===== src/rtl/b11_dec_if.sv =====
// b11_dec_if: symbol handshake and result bus for the b11 descrambler.
// Ports: x_in/stbi (symbol in), x_out/valid/ambig/nomatch/busy (result out).
interface b11_dec_if;
    logic [5:0] x_in;
    logic       stbi;
    logic [5:0] x_out;
    logic       valid;
    logic       ambig;
    logic       nomatch;
    logic       busy;

    modport master (
        output x_in, stbi,
        input  x_out, valid, ambig, nomatch, busy
    );

    modport slave (
        input  x_in, stbi,
        output x_out, valid, ambig, nomatch, busy
    );
endinterface


===== src/rtl/b11_dec.sv =====
// b11_dec: receive-side descrambler. Captures one scrambled 6-bit symbol,
// scans the 28 legal plaintexts (0..26, 63) one per clock through the encoder
// under the current key, reports the first hit and keeps the key in step.
// Ports: clock, reset (async, active-low), bus (b11_dec_if.slave):
//   x_in/stbi in; x_out/valid/ambig/nomatch/busy out.
// Option: B11_DEC_AMBIG_EN scans all candidates and flags multiple hits.
module b11_dec #(
    parameter int KEY_MAX  = 25,
    parameter int KEY_INIT = 0
) (
    input  logic     clock,
    input  logic     reset,
    b11_dec_if.slave bus
);

    typedef enum logic [1:0] {
        S_IDLE = 2'd0,
        S_SCAN = 2'd1,
        S_DONE = 2'd2
    } state_t;

    state_t     r_state;
    state_t     w_next;

    logic [4:0] r_key;
    logic [5:0] r_v;
    logic [4:0] r_idx;
    logic       r_hit;
    logic [5:0] r_first;
    logic [5:0] r_x_out;
    logic       r_valid;
    logic       r_nomatch;
`ifdef B11_DEC_AMBIG_EN
    logic       r_multi;
    logic       r_ambig;
`endif

    logic       w_start;
    logic       w_scan;
    logic       w_done;
    logic [5:0] w_cand;
    logic       w_hit;
    logic       w_last;
    logic       w_roll;

    // Encoder E(r,k); 9-bit wrap arithmetic, wrap loops bounded to 2 steps.
    function automatic logic [5:0] f_enc(input logic [5:0] r,
                                         input logic [4:0] k);
        logic [8:0] m;
        logic [8:0] s;
        logic [5:0] e;
        m = r[0] ? {3'b000, k, 1'b0} : {4'b0000, k};
        if (r[1]) begin
            s = {3'b000, r} + m;
            if (s > 9'd26) s = s - 9'd26;
            if (s > 9'd26) s = s - 9'd26;
        end else begin
            s = {3'b000, r} - m;
            if (s > 9'd63) s = s + 9'd26;
            if (s > 9'd63) s = s + 9'd26;
        end
        case (r[3:2])
            2'd0:    s = s - 9'd21;
            2'd1:    s = s - 9'd42;
            2'd2:    s = s + 9'd7;
            default: s = s + 9'd28;
        endcase
        e = s[8] ? (6'd0 - s[5:0]) : s[5:0];
        if (r == 6'd0 || r == 6'd63)
            e = r;
        return e;
    endfunction

    assign w_last = (r_idx == 5'd27);
    assign w_cand = w_last ? 6'd63 : {1'b0, r_idx};
    assign w_hit  = (f_enc(w_cand, r_key) == r_v);
    assign w_roll = r_hit && (r_first == 6'd0 || r_first == 6'd63);

    // State register
    always_ff @(posedge clock or negedge reset) begin
        if (!reset) r_state <= S_IDLE;
        else        r_state <= w_next;
    end

    // Next-state logic
    always_comb begin
        w_next = r_state;
        case (r_state)
            S_IDLE: if (!bus.stbi) w_next = S_SCAN;
`ifdef B11_DEC_AMBIG_EN
            S_SCAN: if (w_last) w_next = S_DONE;
`else
            // Stop at the first hit; otherwise run out the list.
            S_SCAN: if (w_hit || w_last) w_next = S_DONE;
`endif
            S_DONE: w_next = S_IDLE;
            default: w_next = S_IDLE;
        endcase
    end

    // State decode
    always_comb begin
        w_start = 1'b0;
        w_scan  = 1'b0;
        w_done  = 1'b0;
        case (r_state)
            S_IDLE:  w_start = !bus.stbi;
            S_SCAN:  w_scan  = 1'b1;
            S_DONE:  w_done  = 1'b1;
            default: ;
        endcase
    end

    // Datapath: capture, scan bookkeeping, result load, key step
    always_ff @(posedge clock or negedge reset) begin
        if (!reset) begin
            r_key     <= 5'(KEY_INIT);
            r_v       <= '0;
            r_idx     <= '0;
            r_hit     <= 1'b0;
            r_first   <= '0;
            r_x_out   <= '0;
            r_valid   <= 1'b0;
            r_nomatch <= 1'b0;
`ifdef B11_DEC_AMBIG_EN
            r_multi   <= 1'b0;
            r_ambig   <= 1'b0;
`endif
        end else begin
            r_valid <= 1'b0;
            if (w_start) begin
                r_v     <= bus.x_in;
                r_idx   <= '0;
                r_hit   <= 1'b0;
                r_first <= '0;
`ifdef B11_DEC_AMBIG_EN
                r_multi <= 1'b0;
`endif
            end
            if (w_scan) begin
                if (!w_last) r_idx <= r_idx + 5'd1;
                if (w_hit && !r_hit) begin
                    r_hit   <= 1'b1;
                    r_first <= w_cand;
                end
`ifdef B11_DEC_AMBIG_EN
                if (w_hit && r_hit) r_multi <= 1'b1;
`endif
            end
            if (w_done) begin
                r_valid   <= 1'b1;
                r_x_out   <= r_hit ? r_first : 6'd0;
                r_nomatch <= !r_hit;
`ifdef B11_DEC_AMBIG_EN
                r_ambig   <= r_multi;
`endif
                // Only the framing symbols 0 and 63 advance the key.
                if (w_roll)
                    r_key <= (r_key == 5'(KEY_MAX)) ? 5'd0 : r_key + 5'd1;
            end
        end
    end

    assign bus.x_out   = r_x_out;
    assign bus.valid   = r_valid;
    assign bus.nomatch = r_nomatch;
    assign bus.busy    = w_scan | w_done;
`ifdef B11_DEC_AMBIG_EN
    assign bus.ambig   = r_ambig;
`else
    assign bus.ambig   = 1'b0;
`endif

endmodule

===== src/flat_wrapper.sv =====
// flat-port wrapper written by rule: the top's interface ports become plain ports
module b11_dec_flat 
#(
    parameter int KEY_MAX  = 25,
    parameter int KEY_INIT = 0
)
  (clock, reset, bus_x_in, bus_stbi, bus_x_out, bus_valid, bus_ambig, bus_nomatch, bus_busy);
  b11_dec_if bus_i ();
  input  logic clock;
  input  logic reset;
  input wire logic [$bits(bus_i.x_in)-1:0] bus_x_in;
  input wire logic [$bits(bus_i.stbi)-1:0] bus_stbi;
  output wire logic [$bits(bus_i.x_out)-1:0] bus_x_out;
  output wire logic [$bits(bus_i.valid)-1:0] bus_valid;
  output wire logic [$bits(bus_i.ambig)-1:0] bus_ambig;
  output wire logic [$bits(bus_i.nomatch)-1:0] bus_nomatch;
  output wire logic [$bits(bus_i.busy)-1:0] bus_busy;
  assign bus_i.x_in = bus_x_in;
  assign bus_i.stbi = bus_stbi;
  assign bus_x_out = bus_i.x_out;
  assign bus_valid = bus_i.valid;
  assign bus_ambig = bus_i.ambig;
  assign bus_nomatch = bus_i.nomatch;
  assign bus_busy = bus_i.busy;
  b11_dec #(.KEY_MAX(KEY_MAX), .KEY_INIT(KEY_INIT)) u_core (.clock(clock), .reset(reset), .bus(bus_i));
endmodule

===== config.mk =====
export PLATFORM = sky130hd
export DESIGN_NAME = b11_dec_flat
export DESIGN_NICKNAME = d
export VERILOG_FILES = /design/src/rtl/b11_dec_if.sv /design/src/rtl/b11_dec.sv /design/src/flat_wrapper.sv
export SDC_FILE = /design/constraint.sdc
export NUM_CORES = 1
export LEC_CHECK = 0
export CORE_MARGIN = 2
export CORE_UTILIZATION = 27
export CTS_CLUSTER_SIZE = 30
export DETAILED_ROUTE_END_ITERATION = 10
export PLACE_DENSITY_LB_ADDON = 0.3
export SYNTH_ARGS = -nofsm -noshare
export SYNTH_HDL_FRONTEND = slang
export SYNTH_SLANG_ARGS = --single-unit
export TNS_END_PERCENT = 10

===== constraint.sdc =====
create_clock -name clock -period 10.8 [get_ports clock]
set_input_delay 2.16 -clock clock [delete_from_list [all_inputs] [get_ports clock]]
set_output_delay 2.16 -clock clock [all_outputs]
set_load 0.05 [all_outputs]

==> metrics.csv, run 1 <==
metric;value;unit
WL final;12.7;mm
Pre-antenna DRT Iters;4;
worst setup path startpoint;u_core.r_idx[0];
total global routing overflow;0;
vias in the first global route;4306;
area growth from synthesis to layout;12.4;%
Slew Limit Fails;0;
Max Root-Sink Buffers;2;
most frequent cell after synthesis;nand2_1;
first-pass GRT wire length;21.5;mm
synthesized area per cell;7.67;sq um
slowest CP cell;fa_1;
Synth area leader;dfrtp_1;
num rows;47;
EDFF count, synth;0;
Synth top area share;18.3;%
met2 WL;5.77;mm
H-tree Lvls;2;
outcome;completed;
Area contributors post-synth;dfrtp_1 18%, ha_1 9.4%, nand2_1 6.5%, o21ai_0 4.0%, mux2i_1 3.6%;
ANT cells;0;
total CTS buffers;5;
Critical R2R Launch;u_core.r_idx[0];
final hold viol count;0;
mapped cell area;0.00451;sq mm
overall global routing resource usage;14.4;%
CORE AREA;0.0165;sq mm
antenna violations before repair;0;
CTS Sinks;33;
drt initial violations;434;
DRC;0;
post-DP HPWL;9.87;mm
register area share after synthesis;18.3;%
hold-fix buffers at CTS;0;
Port Buffer Count;17;
flop-to-flop setup slack;1.07;ns
Final min period;9.73;ns
worst hold path type;flop to flop;
Crit. End Element;flop;
final instance area;0.00507;sq mm
Final Skew;0.00366;ns
wire per inst;15.5;um
f_max;0.103;GHz
Worst Tran Pin Value;0.943;ns
period utilization;90.0;%
Post-Synthesis Cells;588;
Worst R2R End;u_core.r_first[4];
max cap viols;0;
Final GP Congestion;0.929;
Yosys cell types;90;
FF+latch count, synth;33;
DR top layer;met4;
share of layout cells above drive strength 1;7.38;%
NumNets Final;640;
Die Area;0.0178;sq mm
setup TNS;0;ns
# Post-CTS Setup Buffers;0;
CP Max Fanout;17;
asr flop ratio synth;100;%
WP buf/inv;6;
CTS tree;yes;
final setup margin;1.07;ns
most used cell, CP;ha_1;
remaining antenna violation count;0;
Critical Path RT;11.00;ns
met3 wire length;612;um
Met1 Routed Length;5.93;mm
Initial Util;27.4;%
crit start category;flop;
Finished Layout Cells;816;
chip width;133;um
clock latency on the worst-skew pair;0.27;ns
FF-to-FF path depth;36;
setup violators final;0;
crit path DAT;9.92;ns
relative slew slack;36.1;%
Via-to-Cell Ratio;5.50;
Worst Setup Path Type;flop to flop;
dpl cells;808;
Via Count;4489;
CTS root buf;clkbuf_16;
synth warn;0;
largest net degree at the start of global routing;34;
Worst path depth;36;
dominant synthesized flop cell;dfrtp_1;
Worst-path clk slew;0.05;ns
Die Ht;133;um
Post-synth top cells;78 x nand2_1, 38 x inv_1, 37 x nor2_1, 36 x o21ai_0, 34 x ha_1;
CP peak stage delay;0.64;ns
dpl cell area;0.00489;sq mm
IO Pins;19;
crit path to;u_core.r_first[4];
Setup WS pre-CTS;1.05;ns
RSZ-0062 raised after global routing;no;
CP delay by family, top;simple AND/OR/NAND/NOR gates;
## per-stage QoR
step / utilization, % / hold slack, ns
2_1_floorplan: - / 0.466
3_3_place_gp: 29.7 / 0.492
3_5_place_dp: 29.7 / 0.495
4_1_cts: 30.8 / 0.511
5_1_grt: 30.8 / 0.531
6_report: 30.8 / 0.510
## worst register-to-register path, delay by kind of cell, from the launching register on
kind | cells | cell delay [ns]
simple gates | 10 | 2.48
fa+ha+maj | 5 | 1.99
buf+inv | 6 | 1.23
xor+xnor | 3 | 0.66
flops | 1 | 0.48
compound gates | 9 | 1.87
mux | 3 | 0.93
## cell families (layout without fill, tap and decap cells)
kind of cell	Yosys count	count (layout)	synth area share, %
and+or+nand+nor	235	235	26.4
other	1	2	0.0832
xor gates and xnor gates	30	30	6.60
muxes	19	19	4.36
DFF	33	33	18.3
adders and majority gates	36	36	10.3
buffers and inverters	63	70	5.69
AOI/OAI and AO/OA	171	171	28.2
## how the worst min path moves through the flow
stage / from / end / slack, ns / depth (start not counted)
after floorplan: u_core.r_v[0] / u_core.r_v[0] / 0.47 / 2
after global placement: u_core.r_v[1] / u_core.r_v[1] / 0.49 / 2
after detailed placement: u_core.r_v[1] / u_core.r_v[1] / 0.49 / 2
after CTS: u_core.r_v[1] / u_core.r_v[1] / 0.51 / 2
after global routing: u_core.r_v[0] / u_core.r_v[0] / 0.53 / 2
final: u_core.r_v[1] / u_core.r_v[1] / 0.51 / 2
## registers in the layout, summed over array words and instances, names as in the netlist
signal              flops
u_core.r_hit            1
u_core.bus.x_out        6
u_core.r_first          6
u_core.r_state          2
u_core.r_v              6
u_core.r_key            5
u_core.r_idx            5
u_core.bus.nomatch      1
u_core.bus.valid        1
## routing by layer
layer	up-vias	track usage (%)
li1	2182	-
met1	2143	19.4
met2	132	23.2
met3	32	2.17
met4	0	5.44
met5	-	0
## layout by cell type (no fill, tap or decap), drive strengths merged, types with 6 or more instances in the layout
| master | synthesis | routed |
|---|---|---|
| a211o | 7 | 7 |
| a211oi | 6 | 6 |
| a21o | 9 | 9 |
| a21oi | 28 | 28 |
| a31oi | 9 | 9 |
| and2 | 12 | 12 |
| clkbuf | 18 | 6 |
| clkdlybuf4s50 | 0 | 17 |
| dfrtp | 33 | 33 |
| ha | 34 | 34 |
| inv | 39 | 38 |
| mux2i | 17 | 17 |
| nand2 | 78 | 78 |
| nand3 | 32 | 32 |
| nand4 | 7 | 7 |
| nor2 | 37 | 37 |
| nor2b | 10 | 10 |
| nor3 | 18 | 18 |
| nor4 | 7 | 7 |
| o211ai | 8 | 8 |
| o21a | 6 | 6 |
| o21ai | 40 | 40 |
| o31ai | 6 | 6 |
| or2 | 6 | 6 |
| xnor2 | 17 | 17 |
| xor2 | 11 | 11 |
## area by class of cell
class	instances	area, sq um
clock buffer	6	139
clock inverter	2	37.5
fill	1764	11400
inverter	40	154
multi-input combinational	493	3430
sequential	33	826
tap	220	275
timing repair buffer	22	208
## what timing repair did
| action | in CTS | in global routing |
|---|---|---|
| setup endpoints to repair | 0 | 6 |
| resized for setup | 0 | 1 |
| hold endpoints to repair | 0 | 0 |
Power of run 1 is not shown: default switching activity piles up to over one toggle a cycle in this logic, so the estimate is an artifact.
==> run 2: changes to the inputs <==
- RECOVER_POWER: not set -> 100
==> metrics.csv, run 2 (synthesis gave the netlist of run 1 again) <==
metric;value;unit;change
NumNets Final;640;;unchanged
f_max;0.103;GHz;about the same
CTS tree;yes;;
setup TNS;0;ns;unchanged
RSZ-0062 raised after global routing;no;;
final hold viol count;0;;unchanged
setup violators final;0;;unchanged
Worst-path clk slew;0.05;ns;about the same
dpl cells;808;;unchanged
Worst Setup Path Type;flop to flop;;
CP peak stage delay;0.64;ns;about the same
CTS root buf;clkbuf_16;;
max cap viols;1;;+1
remaining antenna violation count;0;;unchanged
Max Root-Sink Buffers;2;;unchanged
clock latency on the worst-skew pair;0.27;ns;about the same
overall global routing resource usage;14.4;%;unchanged
period utilization;90.1;%;about the same
slowest CP cell;fa_1;;
Finished Layout Cells;816;;unchanged
total global routing overflow;0;;unchanged
wire per inst;15.6;um;about the same
Final min period;9.73;ns;+0.000770 ns
Worst Tran Pin Value;1.82;ns;+0.872 ns
FF-to-FF path depth;36;;unchanged
largest net degree at the start of global routing;34;;unchanged
dpl cell area;0.00489;sq mm;unchanged
most frequent cells in the layout;78 x nand2_1, 37 x inv_1, 37 x nor2_1, 36 x o21ai_0, 34 x ha_1;;
worst hold path type;flop to flop;;
CTS Sinks;33;;unchanged
post-DP HPWL;9.87;mm;unchanged
WL final;12.7;mm;about the same
CP Max Fanout;17;;unchanged
violated checks;capacitance limit, slew limit;;
area growth from synthesis to layout;12.3;%;about the same
H-tree Lvls;2;;unchanged
# Post-CTS Setup Buffers;0;;unchanged
num rows;47;;unchanged
IO Pins;19;;unchanged
met3 global-route usage;2.17;%;unchanged
Final Skew;0.00366;ns;+0.000000170 ns
Via Count;4493;;+0.089%
Die Ht;133;um;unchanged
Via-to-Cell Ratio;5.51;;about the same
most common cell after layout, fill and taps aside;nand2_1;;
Critical Path RT;11.00;ns;about the same
first-pass GRT wire length;21.5;mm;unchanged
Die Area;0.0178;sq mm;unchanged
outcome;complete, but fails checks;;
GRT busiest layer;met2;;
Slew Limit Fails;34;;+34
hold slack;0.510;ns;unchanged
final instance area;0.00507;sq mm;about the same
hold path depth;2;;unchanged
drt initial violations;434;;unchanged
Global Route met2 Usage;23.2;%;unchanged
relative slew slack;-21.0;%;-57 points
crit path DAT;9.92;ns;about the same
CORE AREA;0.0165;sq mm;unchanged
met1 Use GR;19.4;%;unchanged
crit start category;flop;;
vias in the first global route;4306;;unchanged
chip width;133;um;unchanged
Port Buffer Count;17;;unchanged
Pre-antenna DRT Iters;4;;unchanged
most used cell, CP;ha_1;;
Crit. End Element;flop;;
ANT cells;0;;unchanged
antenna violations before repair;0;;unchanged
Initial Util;27.4;%;unchanged
Final GP Congestion;0.929;;unchanged
total CTS buffers;5;;unchanged
DRC;0;;unchanged
share of layout cells above drive strength 1;7.21;%;-0.17 points
## run 2: cell types whose count changed in the layout (fill, tap and decap cells not counted)
cell	previous run	this run
dlygate4sd3_1	0	11
clkbuf_1	0	1
clkdlybuf4s50_1	17	6
buf_4	5	4
## run 2: what timing repair did
action	4_1_cts	5_1_grt
hold endpoints to repair	0	0
hold buffers	0	0
gates resized for setup	0	1
setup endpoints to repair	0	6
## run 2: per-stage QoR
| step | util, % | worst slack [ns] |
|---|---|---|
| floorplan | - | 2.80 |
| global placement | 29.7 | 1.26 |
| detailed placement | 29.7 | 1.05 |
| CTS | 30.8 | 1.01 |
| global route | 30.8 | 0.00418 |
| finish | 30.8 | 1.07 |
## run 2: layout make-up
class / instances / area [sq um]
clock inverters: 2 / 37.5
well taps: 220 / 275
repair buffers: 22 / 204
clock buffers: 6 / 139
inverters: 40 / 154
flip-flops and latches: 33 / 826
fillers: 1764 / 11400
multi-input cells: 493 / 3430
## run 2: worst paths after layout
path	start	endpoint	slack (ns)
worst max-delay path	u_core.r_idx[0]	u_core.r_first[4]	1.07
worst min-delay path	u_core.r_v[1]	u_core.r_v[1]	0.51
worst max register to register	u_core.r_idx[0]	u_core.r_first[4]	1.07
worst min register to register	u_core.r_v[1]	u_core.r_v[1]	0.51
max in group asynchronous	reset	u_core.r_idx[3]	6.83
min in group asynchronous	reset	u_core.bus.x_out[5]	2.92
## run 2: routing by layer
layer	wire, um	share of wire [%]
met1	5930	47
met2	5770	45
met3	616	4.9
met4	374	2.9
met5	0	0
## run 2: critical path, delay by kind of cell (launching register included)
family	cells	cell delay [ns]
AO/OA/AOI/OAI	9	1.87
XOR/XNOR	3	0.66
adder cells (fa/ha/maj)	5	1.99
buffers and inverters	6	1.22
flip-flops	1	0.48
multiplexers	3	0.93
AND/OR/NAND/NOR	10	2.47
Power of run 2 is left out for the same reason.
==> run 3: changes to the inputs <==
- CAP_MARGIN: not set -> 25
- CORE_MARGIN: 2 -> 3
- GPL_ROUTABILITY_DRIVEN: not set -> 0
==> metrics.csv, run 3 (synthesis gave the netlist of run 1 again) <==
metric;value;unit;change
Worst-path clk slew;0.05;ns;about the same
period utilization;91.0;%;+0.98 points
Critical R2R Launch;u_core.r_idx[0];;
max cap viols;1;;unchanged
area of the multi-input gates;0.00342;sq mm;-0.18%
DRC;0;;unchanged
post-DP HPWL;9.85;mm;-0.22%
Finished Layout Cells;810;;-0.74%
Pre-antenna DRT Iters;5;;+1
share of layout cells above drive strength 1;6.90;%;-0.31 points
Critical Path RT;10.99;ns;about the same
Reg area;826;sq um;unchanged
violated checks;capacitance limit, slew limit;;
CP peak stage delay;0.58;ns;-0.06 ns
setup TNS;0;ns;unchanged
Filler cells;1725;;-2.2%
Worst R2R End;u_core.r_first[5];;
Die Area;0.0183;sq mm;+3.0%
H-tree Lvls;2;;unchanged
antenna violations before repair;0;;unchanged
Setup WS pre-CTS;0.947;ns;-0.0992 ns
area growth from synthesis to layout;11.7;%;
setup violators final;0;;unchanged
hold path depth;2;;unchanged
most common cell after layout, fill and taps aside;nand2_1;;
remaining antenna violation count;0;;unchanged
slowest CP cell;fa_1;;
relative slew slack;-19.0;%;+2.1 points
Via Count;4471;;-0.49%
f_max;0.102;GHz;-1.1%
CP Max Fanout;17;;unchanged
CP delay by family, top;simple AND/OR/NAND/NOR gates;;
CORE AREA;0.0161;sq mm;-2.1%
NumNets Final;638;;-0.31%
WL final;12.6;mm;-0.62%
vias in the first global route;4215;;-2.1%
CTS root buf;clkbuf_16;;
clock latency on the worst-skew pair;0.27;ns;about the same
critical hold path startpoint;u_core.bus.x_out[4];;
crit path DAT;10.02;ns;+0.10 ns
WP buf/inv;5;;-1
CTS tree;yes;;
Worst Tran Pin Value;1.78;ns;-0.0309 ns
most frequent cells in the layout;78 x nand2_1, 38 x inv_1, 36 x nor2_1, 36 x o21ai_0, 34 x ha_1;;
IO Pins;19;;unchanged
ANT cells;0;;unchanged
hold-fix buffers at CTS;0;;unchanged
drt initial violations;431;;-0.69%
worst hold path type;flop to flop;;
Worst Setup Path Type;flop to flop;;
first-pass GRT wire length;21.0;mm;-2.2%
RSZ-0062 raised after global routing;no;;
Via-to-Cell Ratio;5.52;;+0.25%
num rows;46;;-2.1%
flop-to-flop setup slack;0.97;ns;-0.11 ns
total global routing overflow;0;;unchanged
FF-to-FF path depth;35;;-2.8%
Max Root-Sink Buffers;2;;unchanged
dpl cells;802;;-0.74%
# Post-CTS Setup Buffers;0;;unchanged
Final min period;9.83;ns;+0.105 ns
Worst Hold End;u_core.bus.x_out[4];;
Final Skew;0.00561;ns;+0.00196 ns
Crit. End Element;flop;;
crit start category;flop;;
overall global routing resource usage;13.7;%;-0.65 points
Initial Util;28.0;%;+0.60 points
Port Buffer Count;17;;unchanged
outcome;complete, but fails checks;;
Slew Limit Fails;34;;unchanged
wire per inst;15.6;um;+0.11%
chip width;135;um;+1.5%
final setup margin;0.969;ns;-0.105 ns
total CTS buffers;5;;unchanged
largest net degree at the start of global routing;34;;unchanged
CTS Sinks;33;;unchanged
final hold viol count;0;;unchanged
Die Ht;135;um;+1.5%
## run 3: changes by cell type in the layout (fill, tap and decap cells not counted)
| cell | previous run | this run |
|---|---|---|
| buf_4 | 4 | 2 |
| nor2_2 | 0 | 1 |
| inv_1 | 37 | 38 |
| nor2_1 | 37 | 36 |
| nand4b_4 | 1 | 0 |
| clkinvlp_4 | 2 | 1 |
| nand4b_2 | 0 | 1 |
## run 3: cell type report
| cell class | count | area share [%] |
|---|---|---|
| well taps | 216 | 5.37 |
| clock buffers | 6 | 2.76 |
| multi-input cells | 493 | 68.0 |
| repair buffers | 20 | 3.75 |
| flip-flops and latches | 33 | 16.4 |
| inverters | 40 | 2.98 |
| clock inverters | 2 | 0.745 |
## run 3: timing repair
action	in CTS	in global routing
setup endpoints to repair	0	6
endpoints found under the hold margin	0	0
resized for setup	0	1
## run 3: layer usage
metal,share of wire (%),vias up,GRT usage [%]
met2,45,147,22.3
met1,48,2137,19.6
met3,5.0,15,1.08
li1,-,2172,-
met4,1.5,0,3.58
met5,0,-,0
## run 3: per-stage QoR
stage,cell area (sq um),utilization (%),hold slack (ns)
after floorplan,4510,-,0.466
after global placement,4870,30.2,0.500
after detailed placement,4870,30.2,0.496
after CTS,5050,31.3,0.521
after global routing,5040,31.3,0.539
final,5040,31.3,0.513
## run 3: how the worst max path moves through the flow
stage,cells past startpoint,endpoint,from,slack (ns)
3_3_place_gp,35,u_core.r_first[0],u_core.r_idx[0],1.43
2_1_floorplan,34,u_core.r_first[0],u_core.r_idx[1],2.80
5_1_grt,35,u_core.r_first[0],u_core.r_idx[0],0.13
4_1_cts,35,u_core.r_first[5],u_core.r_idx[0],0.92
6_report,35,u_core.r_first[5],u_core.r_idx[0],0.97
3_5_place_dp,35,u_core.r_first[5],u_core.r_idx[0],0.95
## run 3: worst reg2reg max path: cells and delay by family, from the launching register on
kind,cells,cell delay [ns]
AO/OA/AOI/OAI,9,1.88
buffers and inverters,5,1.04
flip-flops,1,0.48
AND/OR/NAND/NOR,10,2.94
adder cells (fa/ha/maj),5,1.87
XOR/XNOR,3,0.63
multiplexers,3,0.88
Power of run 3 is left out for the same reason.
